File: src/rtl/display_pkg.sv
// Shared constants and types for the display scan path and its BCD helpers.
package display_pkg;

  localparam int         NUM_DIGITS = 4;
  localparam logic [3:0] BCD_MAX    = 4'd9;
  localparam logic [3:0] AN_ALL_OFF = 4'b1111;

  typedef logic [3:0] bcd_t;

  function automatic logic bcd_valid(input bcd_t nibble);
    return (nibble <= BCD_MAX);
  endfunction

endpackage

File: src/rtl/scan_prescaler.sv
// Free-running prescaler: tick is high during the last of every DIV cycles.
module scan_prescaler #(
  parameter int DIV = 50000
) (
  input  logic clk,
  input  logic rst,
  output logic tick
);

  // Keep at least one bit so DIV=1 still elaborates; the count then stays 0.
  localparam int CW = (DIV > 1) ? $clog2(DIV) : 1;

  logic [CW-1:0] cnt;

  assign tick = (cnt == CW'(DIV - 1));

  always_ff @(posedge clk or posedge rst) begin
    if (rst)       cnt <= '0;
    else if (tick) cnt <= '0;
    else           cnt <= cnt + 1'b1;
  end

endmodule

File: src/rtl/display_scan_mux.sv
// Four-digit multiplexed BCD scanner with leading-zero blanking and load validation.
module display_scan_mux
  import display_pkg::*;
#(
  parameter int DIV = 50000
) (
  input  logic        clk,
  input  logic        rst,
  input  logic [15:0] digits_in,
  input  logic        load,
  input  logic        blank_lz,
  output logic [3:0]  bcd,
  output logic [3:0]  an,
  output logic        blank,
  output logic        frame_done,
  output logic        load_err
);

  function automatic logic word_valid(input logic [15:0] w);
    logic ok;
    ok = 1'b1;
    for (int i = 0; i < NUM_DIGITS; i++)
      if (!bcd_valid(w[i*4 +: 4])) ok = 1'b0;
    return ok;
  endfunction

  function automatic bcd_t digit_sel(input logic [15:0] w, input logic [1:0] i);
    case (i)
      2'd0:    return w[3:0];
      2'd1:    return w[7:4];
      2'd2:    return w[11:8];
      default: return w[15:12];
    endcase
  endfunction

  // A digit is blanked only when it and every digit to its left are zero.
  function automatic logic lz_blank(input logic [15:0] w, input logic [1:0] i,
                                    input logic en);
    case (i)
      2'd0:    return 1'b0;
      2'd1:    return en && (w[15:4] == 12'h000);
      2'd2:    return en && (w[15:8] == 8'h00);
      default: return en && (w[15:12] == 4'h0);
    endcase
  endfunction

  logic        tick;
  logic [1:0]  idx;
  logic [15:0] shadow;
  logic [1:0]  idx_nx;
  logic [15:0] shadow_nx;
  logic        load_ok;
  logic        blank_nx;

  scan_prescaler #(.DIV(DIV)) u_prescaler (
    .clk  (clk),
    .rst  (rst),
    .tick (tick)
  );

  // Outputs are derived from next-state values so they move on the same edge as idx/shadow.
  always_comb begin
    load_ok   = word_valid(digits_in);
    idx_nx    = tick ? idx + 2'd1 : idx;
    shadow_nx = (load && load_ok) ? digits_in : shadow;
    blank_nx  = lz_blank(shadow_nx, idx_nx, blank_lz);
  end

  always_ff @(posedge clk or posedge rst) begin
    if (rst) begin
      idx        <= 2'd0;
      shadow     <= 16'h0000;
      bcd        <= 4'd0;
      an         <= 4'b1110;
      blank      <= 1'b0;
      frame_done <= 1'b0;
      load_err   <= 1'b0;
    end else begin
      idx        <= idx_nx;
      shadow     <= shadow_nx;
      bcd        <= digit_sel(shadow_nx, idx_nx);
      an         <= blank_nx ? AN_ALL_OFF : ~(4'b0001 << idx_nx);
      blank      <= blank_nx;
      frame_done <= tick && (idx == 2'd3);
      load_err   <= load && !load_ok;
    end
  end

endmodule

File: config.mk
export PLATFORM = sky130hd
export DESIGN_NAME = display_scan_mux
export DESIGN_NICKNAME = d
export VERILOG_FILES = /design/src/rtl/display_pkg.sv /design/src/rtl/scan_prescaler.sv /design/src/rtl/display_scan_mux.sv
export SDC_FILE = /design/constraint.sdc
export NUM_CORES = 1
export LEC_CHECK = 0
export BUFFER_PORTS_ARGS = -buffer_cell sky130_fd_sc_hd__buf_4
export CAP_MARGIN = 20
export CORE_ASPECT_RATIO = 2
export CORE_MARGIN = 3
export CORE_UTILIZATION = 25
export CTS_BUF_LIST = sky130_fd_sc_hd__clkbuf_8 sky130_fd_sc_hd__clkbuf_16
export CTS_CLUSTER_SIZE = 40
export DETAILED_ROUTE_END_ITERATION = 10
export PLACE_DENSITY = 0.39
export SYNTH_ARGS = -nofsm -noshare
export SYNTH_HDL_FRONTEND = slang
export SYNTH_SLANG_ARGS = --single-unit
export TNS_END_PERCENT = 30
File: constraint.sdc
create_clock -name clk -period 3.9 [get_ports clk]
set_input_delay 0.585 -clock clk [delete_from_list [all_inputs] [get_ports clk]]
set_output_delay 0.585 -clock clk [all_outputs]
set_load 0.01 [all_outputs]
Word level (Yosys, flattened, before mapping)
Cells that the tools add are included. Widths: inputs -> output; s select.

Bits in registers: 45. Output and inout bits: 11.

Add/subtract/negate cells: 2. $lt $le $gt $ge: 4. Eq/ne operators: 4. Shift operators: 1. Mux-type cells: 10. Bitwise operators: 1. Reductions and logical operators: 11.

Operators with widths (number): $mux 16 (2); $add 16x1->16 const B (1); $eq 16x16->1 const B (1); $le 4x4->1 const B (4); $logic_not 12->1 (1); $pmux 4 s3 (1); $logic_not 8->1 (1); $logic_and 1x1->1 (6); $eq 2x2->1 const B (2); $logic_not 4->1 (1); $mux 1 (4); $mux 4 (1); $not 4->4 (1); $shl 1x2->4 const A (1); $pmux 1 s3 (1); $add 2x1->2 const B (1); $eq 2x1->1 const B (1); $logic_not 2->1 (1); $mux 2 (1); $logic_not 1->1 (1).

Longest topological paths before layout
Gate-level depths: netlist of the first run.

Depth in word-level cells: 11. Depth in mapped cells: 11. Mapped depth without buffers: 10.

Cells and area by module
From an unflattened synthesis of the first run, not the netlist that was laid out.

Cell total of the unflattened synthesis: 171. Area total of the unflattened synthesis: 2084.5 um2.

Modules (own cells, without submodules): display_scan_mux (times used 1, cells each 103, area an instance 1327.5 um2); scan_prescaler (times used 1, cells each 68, area an instance 757.0 um2).

Worst setup path before layout of the first run
No wires, ideal clock.

Path kind: register to register. Start point: register u_prescaler.cnt[0]. End point: register an[1]. Setup time: 0.077 ns. Arrival: 2.430 ns. Required time: 3.823 ns. Setup slack: 1.392 ns. Cell stages (with the launch flop): 12. Cell sequence: dfrtp_1 > ha_1 > and3_1 > and4_1 > clkbuf_1 > xnor2_1 > inv_1 > ha_1 > nor3b_1 > nand3_1 > o2111ai_1 > a21bo_2.

Word-level cells in the longest chain between the ends: 5. Elaborated cells on any way between the ends: 9. Classes of those cells: 3 x eq/ne; 1 x shift; 3 x mux; 1 x bitwise; 1 x reduce/logical.

RTL lines: start, declared (line scan_prescaler.sv:13) `logic [CW-1:0] cnt;`; start signal, assigned (line scan_prescaler.sv:20) `else cnt <= cnt + 1'b1;`; $eq 16x16->1 (*) (line scan_prescaler.sv:15) `assign tick = (cnt == CW'(DIV - 1));`; $mux 2 (*) (line display_scan_mux.sv:64) `idx_nx = tick ? idx + 2'd1 : idx;`; via idx_nx[0] (line display_scan_mux.sv:50) `logic [1:0] idx_nx;`; $eq 2x2->1, or another cell as far along (line display_scan_mux.sv:39) `case (i)`; $pmux 1 s3 or $not 4->4 (tied branches) (line display_scan_mux.sv:39, display_scan_mux.sv:82); $mux 4 (*) (line display_scan_mux.sv:82) `an <= blank_nx ? AN_ALL_OFF : ~(4'b0001 << idx_nx);`; end signal, assigned (line display_scan_mux.sv:82); end, declared (line display_scan_mux.sv:13) `output logic [3:0] an,`.

The timed path passes the listed nets; every way through them passes the cells marked *.

Final worst setup path of the first run
Start point: register u_prescaler.cnt[0]. End point: register an[3].

The elaborated chain is that of the path after synthesis.

==> results.toml, run 1 <==
[global_route]
antenna_found_initial = 0
grt_pass1_wl_mm = 8.33
grt.total_usage_pct = 12.1
grt_pass1_vias = 1515
overflow = 0
grt_start_max_net_pins = 46

[cells_and_area]
finalNonFillerCells = 301
finalNetCount = 231
post-route-util_pct = 31.7
final_cell_area_sq_um = 2510
area_delta_synth_final_pct = 23.2
n_antenna_cell = 0
fillCellCount = 837
drive_gt1_share_pct = 31.2

[floorplanning]
fp.dieW_um = 69.9
core_area_sq_um = 7940
boundaryPins = 31
start_util_pct = 25.7
rows = 46
die_h_um = 134
dieArea_sq_um = 9350

[logic_synthesis]
synth.ff_latch_count = 45
ys_types = 34
synth-seq-area-share_pct = 55.3
netlist_instances = 169
synth_area_sq_um = 2040
synthArstFlopShare_pct = 100
synth_top_area_cell = "dfrtp_1"
yosysMostFrequentCell = "dfrtp_1"
syn_nets = 196
synthTopCellsByCount = "42 x dfrtp_1, 16 x nor2_1, 12 x mux2_2"
synth_edf_count = 0
synthFlopType = "dfrtp_1"
syn_avg_cell_area_sq_um = 12.1
yosysWarningCount = 0
netlist.area_leader.share_pct = 51.5
synth.area.top_cells = "dfrtp_1 51%, mux2_2 6.6%, ha_1 4.3%, dfstp_2 3.9%, xnor2_1 3.0%"

[pwr]
power.density_nw_per_um2 = 451
power.leakage_nw = 1.18
ir_worst_vdd_mv = 0.278

[placement]
hpwl_mm = 4.12
place_area_sq_um = 2350
detailedPlace.worstSlack_ps = 874
numPortBuffers = 30
placed_cells = 292
routabilityCongestion = 0.743

[setup_path]
critical_path_class = "reg -> reg"
start_kind = "register"
worst_ep_required_time_ps = 4120
crit_fanout = 12
cp-startpoint = "u_prescaler.cnt[0]$_DFF_PP0_"
end_kind = "register"
reg2reg_depth = 10
r2r_start = "u_prescaler.cnt[0]$_DFF_PP0_"
cp.arrival_ps = 3200

[clock_tree]
clk_latency_ps = 290
h-tree-depth = 2
clock-sinks = 45
cts_buffers = 5
clk_path_buf_depth = 2
cts_tree = "done"
cts_resized = 0
root_buffer = "clkbuf_16"
cts.clk_slew.worst_paths_ps = 60
post_cts_buffers = 0
hold_buffers = 0

[detailed_routing]
drt_first_pass_iters = 4
avgRoutedWirePerCell_um = 17.3
final_antenna_net_count = 0
wl_mm = 5.22
first_iter_violations = 50
route.detailed.drc = 0
vias_per_cell = 4.58
vias = 1380

[timing]
max-slew-margin-rel_pct = 65.5
slew_violations = 0
finalHoldViolations = 0
fin_ws_ps = 915
fmax_ghz = 0.335
rsz0062_at_grt = "no"
min_period_over_period_pct = 76.5
final.setup.tns_ps = 0
fin_crit_ps = 2990
fin_worst_skew_ps = 9.80
setup_viol = 0
tightest_slew_ps = 515

[outcome]
outcome = "finished, final reports clean"

[job]
drv_cap = 0

[min_path]
hold_path.class = "in -> async"
-- cells by family after synthesis --
family | share of synthesized area [%]
AND/OR/NAND/NOR | 13.6
flip-flops | 55.3
multiplexers | 11.0
AO/OA/AOI/OAI | 6.56
XOR/XNOR | 6.01
buffers and inverters | 3.19
adder cells (fa/ha/maj) | 4.29
-- area by class of cell --
cell class	instances	area [sq um]	area share [%]
well taps	96	120	4.78
inverters	8	30.0	1.19
repair buffers	31	245	9.75
multi-input cells	113	847	33.7
flip-flops and latches	45	1130	44.9
clock buffers	5	125	4.98
clock inverters	3	17.5	0.697
-- sequential cells by signal, indices dropped and copies added (netlist names) --
name / cells
idx: 2
load_err: 1
frame_done: 1
bcd: 4
shadow: 16
blank: 1
u_prescaler.cnt: 16
an: 4
-- layout by cell type, fill, tap and decap left out, types with 4 or more instances in the layout --
cell type and n:
dfrtp_1 42, buf_4 30, nor2_1 16, mux2_2 12
nand2_1 10, inv_1 7, xnor2_1 7, nand3_1 7
xor2_1 7, ha_1 7, o21ai_0 5, nor4_1 5
clkbuf_16 5, mux2_4 4, a222oi_1 4, a21oi_1 4
-- metrics by stage --
| stage | hold slack, ps | power [mW] |
|---|---|---|
| CTS | 495 | 1.16 |
| global placement | 482 | 0.731 |
| finish | 320 | 1.13 |
| detailed placement | 487 | 0.729 |
| global route | 361 | 1.18 |
| floorplan | 455 | 0.648 |
-- worst paths after layout --
check | slack [ps] | end
max | 910 | an[3]$_DFF_PP1_
min | 320 | u_prescaler.cnt[10]$_DFF_PP0_
max reg2reg | 910 | an[3]$_DFF_PP1_
min reg2reg | 490 | u_prescaler.cnt[13]$_DFF_PP0_
max in group asynchronous | 3080 | u_prescaler.cnt[2]$_DFF_PP0_
min in group clk | 490 | u_prescaler.cnt[13]$_DFF_PP0_
-- critical path, stage by stage, from the launching register on --
cell,delay [ps]
dfrtp_1,390
ha_1,210
and3_1,270
and4_1,510
xnor2_1,240
inv_1,160
ha_1,340
nor3b_1,180
nand3_1,90
o2111ai_1,230
a21bo_2,280
-- metal layers --
| layer | GRT usage [%] | vias up | wire (um) |
|---|---|---|---|
| li1 | - | 660 | - |
| met1 | 10.9 | 682 | 1660 |
| met2 | 24.7 | 31 | 3310 |
| met3 | 2.40 | 7 | 145 |
| met4 | 5.12 | 0 | 104 |
| met5 | 0 | - | 0 |
-- power breakdown --
| group | switching (mW) | internal [mW] |
|---|---|---|
| sequential | 0.0285 | 0.524 |
| clock | 0.183 | 0.235 |
| combinational | 0.0766 | 0.0865 |
| total | 0.288 | 0.846 |
Power figures use the tool's default switching activity.
==> inputs of run 2 (changes only) <==
--- a/config.mk
+++ b/config.mk
@@ -5,6 +5,7 @@
 export SDC_FILE = /design/constraint.sdc
 export NUM_CORES = 1
 export LEC_CHECK = 0
+export ABC_AREA = 1
 export BUFFER_PORTS_ARGS = -buffer_cell sky130_fd_sc_hd__buf_4
 export CAP_MARGIN = 20
 export CORE_ASPECT_RATIO = 2
@@ -13,7 +14,7 @@
 export CTS_BUF_LIST = sky130_fd_sc_hd__clkbuf_8 sky130_fd_sc_hd__clkbuf_16
 export CTS_CLUSTER_SIZE = 40
 export DETAILED_ROUTE_END_ITERATION = 10
-export PLACE_DENSITY = 0.39
+export PLACE_DENSITY = 0.41
 export SYNTH_ARGS = -nofsm -noshare
 export SYNTH_HDL_FRONTEND = slang
 export SYNTH_SLANG_ARGS = --single-unit
==> constraint.sdc (replaced) <==
create_clock -name clk -period 2.6 [get_ports clk]
set_input_delay 0.39 -clock clk [delete_from_list [all_inputs] [get_ports clk]]
set_output_delay 0.39 -clock clk [all_outputs]
set_load 0.01 [all_outputs]
==> results.toml, run 2 <==
[outcome]
outcome = "finished, final reports clean"

[setup_path]
critical_path_class = "reg -> reg"
cp-startpoint = "u_prescaler.cnt[0]$_DFF_PP0_"
start_kind = "register"
path_common_cell = "nand2_1"
cpPeakStageDelay_ps = 370
r2r_start = "u_prescaler.cnt[0]$_DFF_PP0_"
crit_fanout = 5
worst_ep_required_time_ps = 2830
cp.arrival_ps = 2550
path_cells = "ha_2 -> nand2_1 -> nor2_4 -> inv_2 -> nor2_1 -> nand2_2 -> inv_1 -> nand2_1 -> nand2_2 -> inv_1 -> ha_1 -> inv_1 -> nand2_1 -> nor2_2 -> nand4_1 -> nor2_2 -> nand2_2 -> nand2_1"
ff2ff_setup_slack_ps = 280
cpMaxStageDelayCell = "dfrtp_1"
end_kind = "register"

[logic_synthesis]
syn_nets = 287
netlist.area_leader.share_pct = 48.2
synthFlopType = "dfrtp_1"
synth_top_area_cell = "dfrtp_1"
netlist_instances = 260
synthTopCellsByCount = "75 x nand2_1, 42 x dfrtp_1, 40 x inv_1"
synth.ff_latch_count = 45
synth_area_sq_um = 2180
synth-seq-area-share_pct = 51.9
synth_edf_count = 0
yosysMostFrequentCell = "nand2_1"
synth.area.top_cells = "dfrtp_1 48%, nand2_1 13%, inv_1 6.9%, ha_1 4.0%, nor2_1 3.8%"
syn_avg_cell_area_sq_um = 8.38
ys_types = 27
yosysWarningCount = 0
synthArstFlopShare_pct = 100

[cells_and_area]
reg_top3 = "shadow: 16 flops, u_prescaler.cnt: 16 flops"
multi_input_area_sq_um = 888
area_delta_synth_final_pct = 25.0
n_antenna_cell = 0
register_area_sq_um = 1130
final_cell_area_sq_um = 2720
fillCellCount = 921
final_common_cell = "nand2_1"
mostFrequentLayoutCells = "74 x nand2_1, 42 x dfrtp_1, 39 x inv_1"
finalNonFillerCells = 402
finalNetCount = 330
drive_gt1_share_pct = 23.0

[detailed_routing]
first_iter_violations = 53
vias = 1753
route.detailed.drc = 0
drt_first_pass_iters = 4
vias_per_cell = 4.36
avgRoutedWirePerCell_um = 13.2
wl_mm = 5.31
final_antenna_net_count = 0

[clock_tree]
hold_buffers = 0
h-tree-depth = 2
cts_tree = "done"
cts.clk_slew.worst_paths_ps = 60
cts_buffers = 5
clk_latency_ps = 280
clock-sinks = 45
clk_path_buf_depth = 2
root_buffer = "clkbuf_16"

[timing]
fmax_ghz = 0.431
final.setup.tns_ps = 0
setup_viol = 0
min_period_over_period_pct = 89.2
fin_crit_ps = 2320
finalHoldViolations = 0
rsz0062_at_grt = "no"
fin_worst_skew_ps = 2.61
tightest_slew_ps = 597
slew_violations = 0
max-slew-margin-rel_pct = 60.2

[placement]
routabilityCongestion = 0.752
numPortBuffers = 30
hpwl_mm = 4.14
place_area_sq_um = 2530
placed_cells = 390

[pwr]
ir_worst_vdd_mv = 0.416
finalPower_mw = 1.65
power.density_nw_per_um2 = 604
power.leakage_nw = 1.39

[floorplanning]
core_area_sq_um = 8410
rows = 47
start_util_pct = 25.9
dieArea_sq_um = 9940
fp.dieW_um = 72.0
boundaryPins = 31
die_h_um = 138

[global_route]
grt.total_usage_pct = 11.9
grt_pass1_vias = 1839
grt_pass1_wl_mm = 9.00
overflow = 0
grt_start_max_net_pins = 46
antenna_found_initial = 0

[job]
drv_cap = 0

[min_path]
hold_path.class = "in -> async"
==> run 2: cell types whose count changed in the layout (fill, tap and decap cells not counted), sizes merged, moves of 5 or more <==
cell   delta
a21oi     +5
nand2    +69
inv      +34
mux2     -16
nor2     +12
buf       +7
o21ai    +14
nand4     +5
xnor2     -7
==> run 2: final cells by class <==
class | count | area share (%)
well taps | 98 | 4.50
clock inverters | 3 | 0.506
multi-input cells | 171 | 32.6
clock buffers | 5 | 4.60
repair buffers | 38 | 10.5
flip-flops and latches | 45 | 41.5
inverters | 42 | 5.79
==> run 2: cell families (layout without fill, tap and decap cells) <==
logic type,Yosys count,in the layout,synth area share [%]
and+or+nand+nor,129,129,26.7
DFF,45,45,51.9
buffers and inverters,44,88,8.27
AOI/OAI and AO/OA,32,32,7.93
adders and majority gates,7,7,4.02
xor gates and xnor gates,3,3,1.21
==> run 2: repair_timing <==
item	CTS	global route
buffers inserted	0	4
gates resized for setup	0	6
setup endpoints to repair	0	8
==> run 2: power breakdown <==
group          internal (mW)  switching (mW)  total (mW)
sequential             0.774          0.0233       0.797
clock                  0.349           0.266       0.616
combinational         0.0918           0.140       0.232
total                   1.22           0.430        1.65
==> run 2: critical path, delay by kind of cell, from the launching register on <==
family	cells	cell delay, ps
flip-flops	1	370
AND/OR/NAND/NOR	12	1210
buffers and inverters	4	290
adder cells (fa/ha/maj)	2	400
==> run 2: worst paths after layout <==
kind,to,depth (start not counted)
worst max-delay path,an[2]$_DFF_PP1_,18
worst min-delay path,shadow[15]$_DFF_PP0_,3
worst max register to register,an[2]$_DFF_PP1_,18
worst min register to register,u_prescaler.cnt[0]$_DFF_PP0_,1
max in group asynchronous,u_prescaler.cnt[14]$_DFF_PP0_,3
min in group clk,shadow[3]$_DFF_PP0_,3
==> run 2: layer usage <==
layer / part of all wire (%) / GRT usage [%]
met4: 2.3 / 4.96
met2: 58 / 22.4
met1: 35 / 12.0
met3: 3.7 / 2.62
met5: 0 / 0
==> run 2: per-stage QoR <==
stage / hold WS [ps] / utilization [%] / setup slack [ps]
after floorplan: 433 / - / 422
after global placement: 441 / 30.1 / 170
after detailed placement: 451 / 30.1 / 130
after CTS: 287 / 31.8 / 116
after global routing: 310 / 32.4 / 26.9
final: 255 / 32.4 / 281
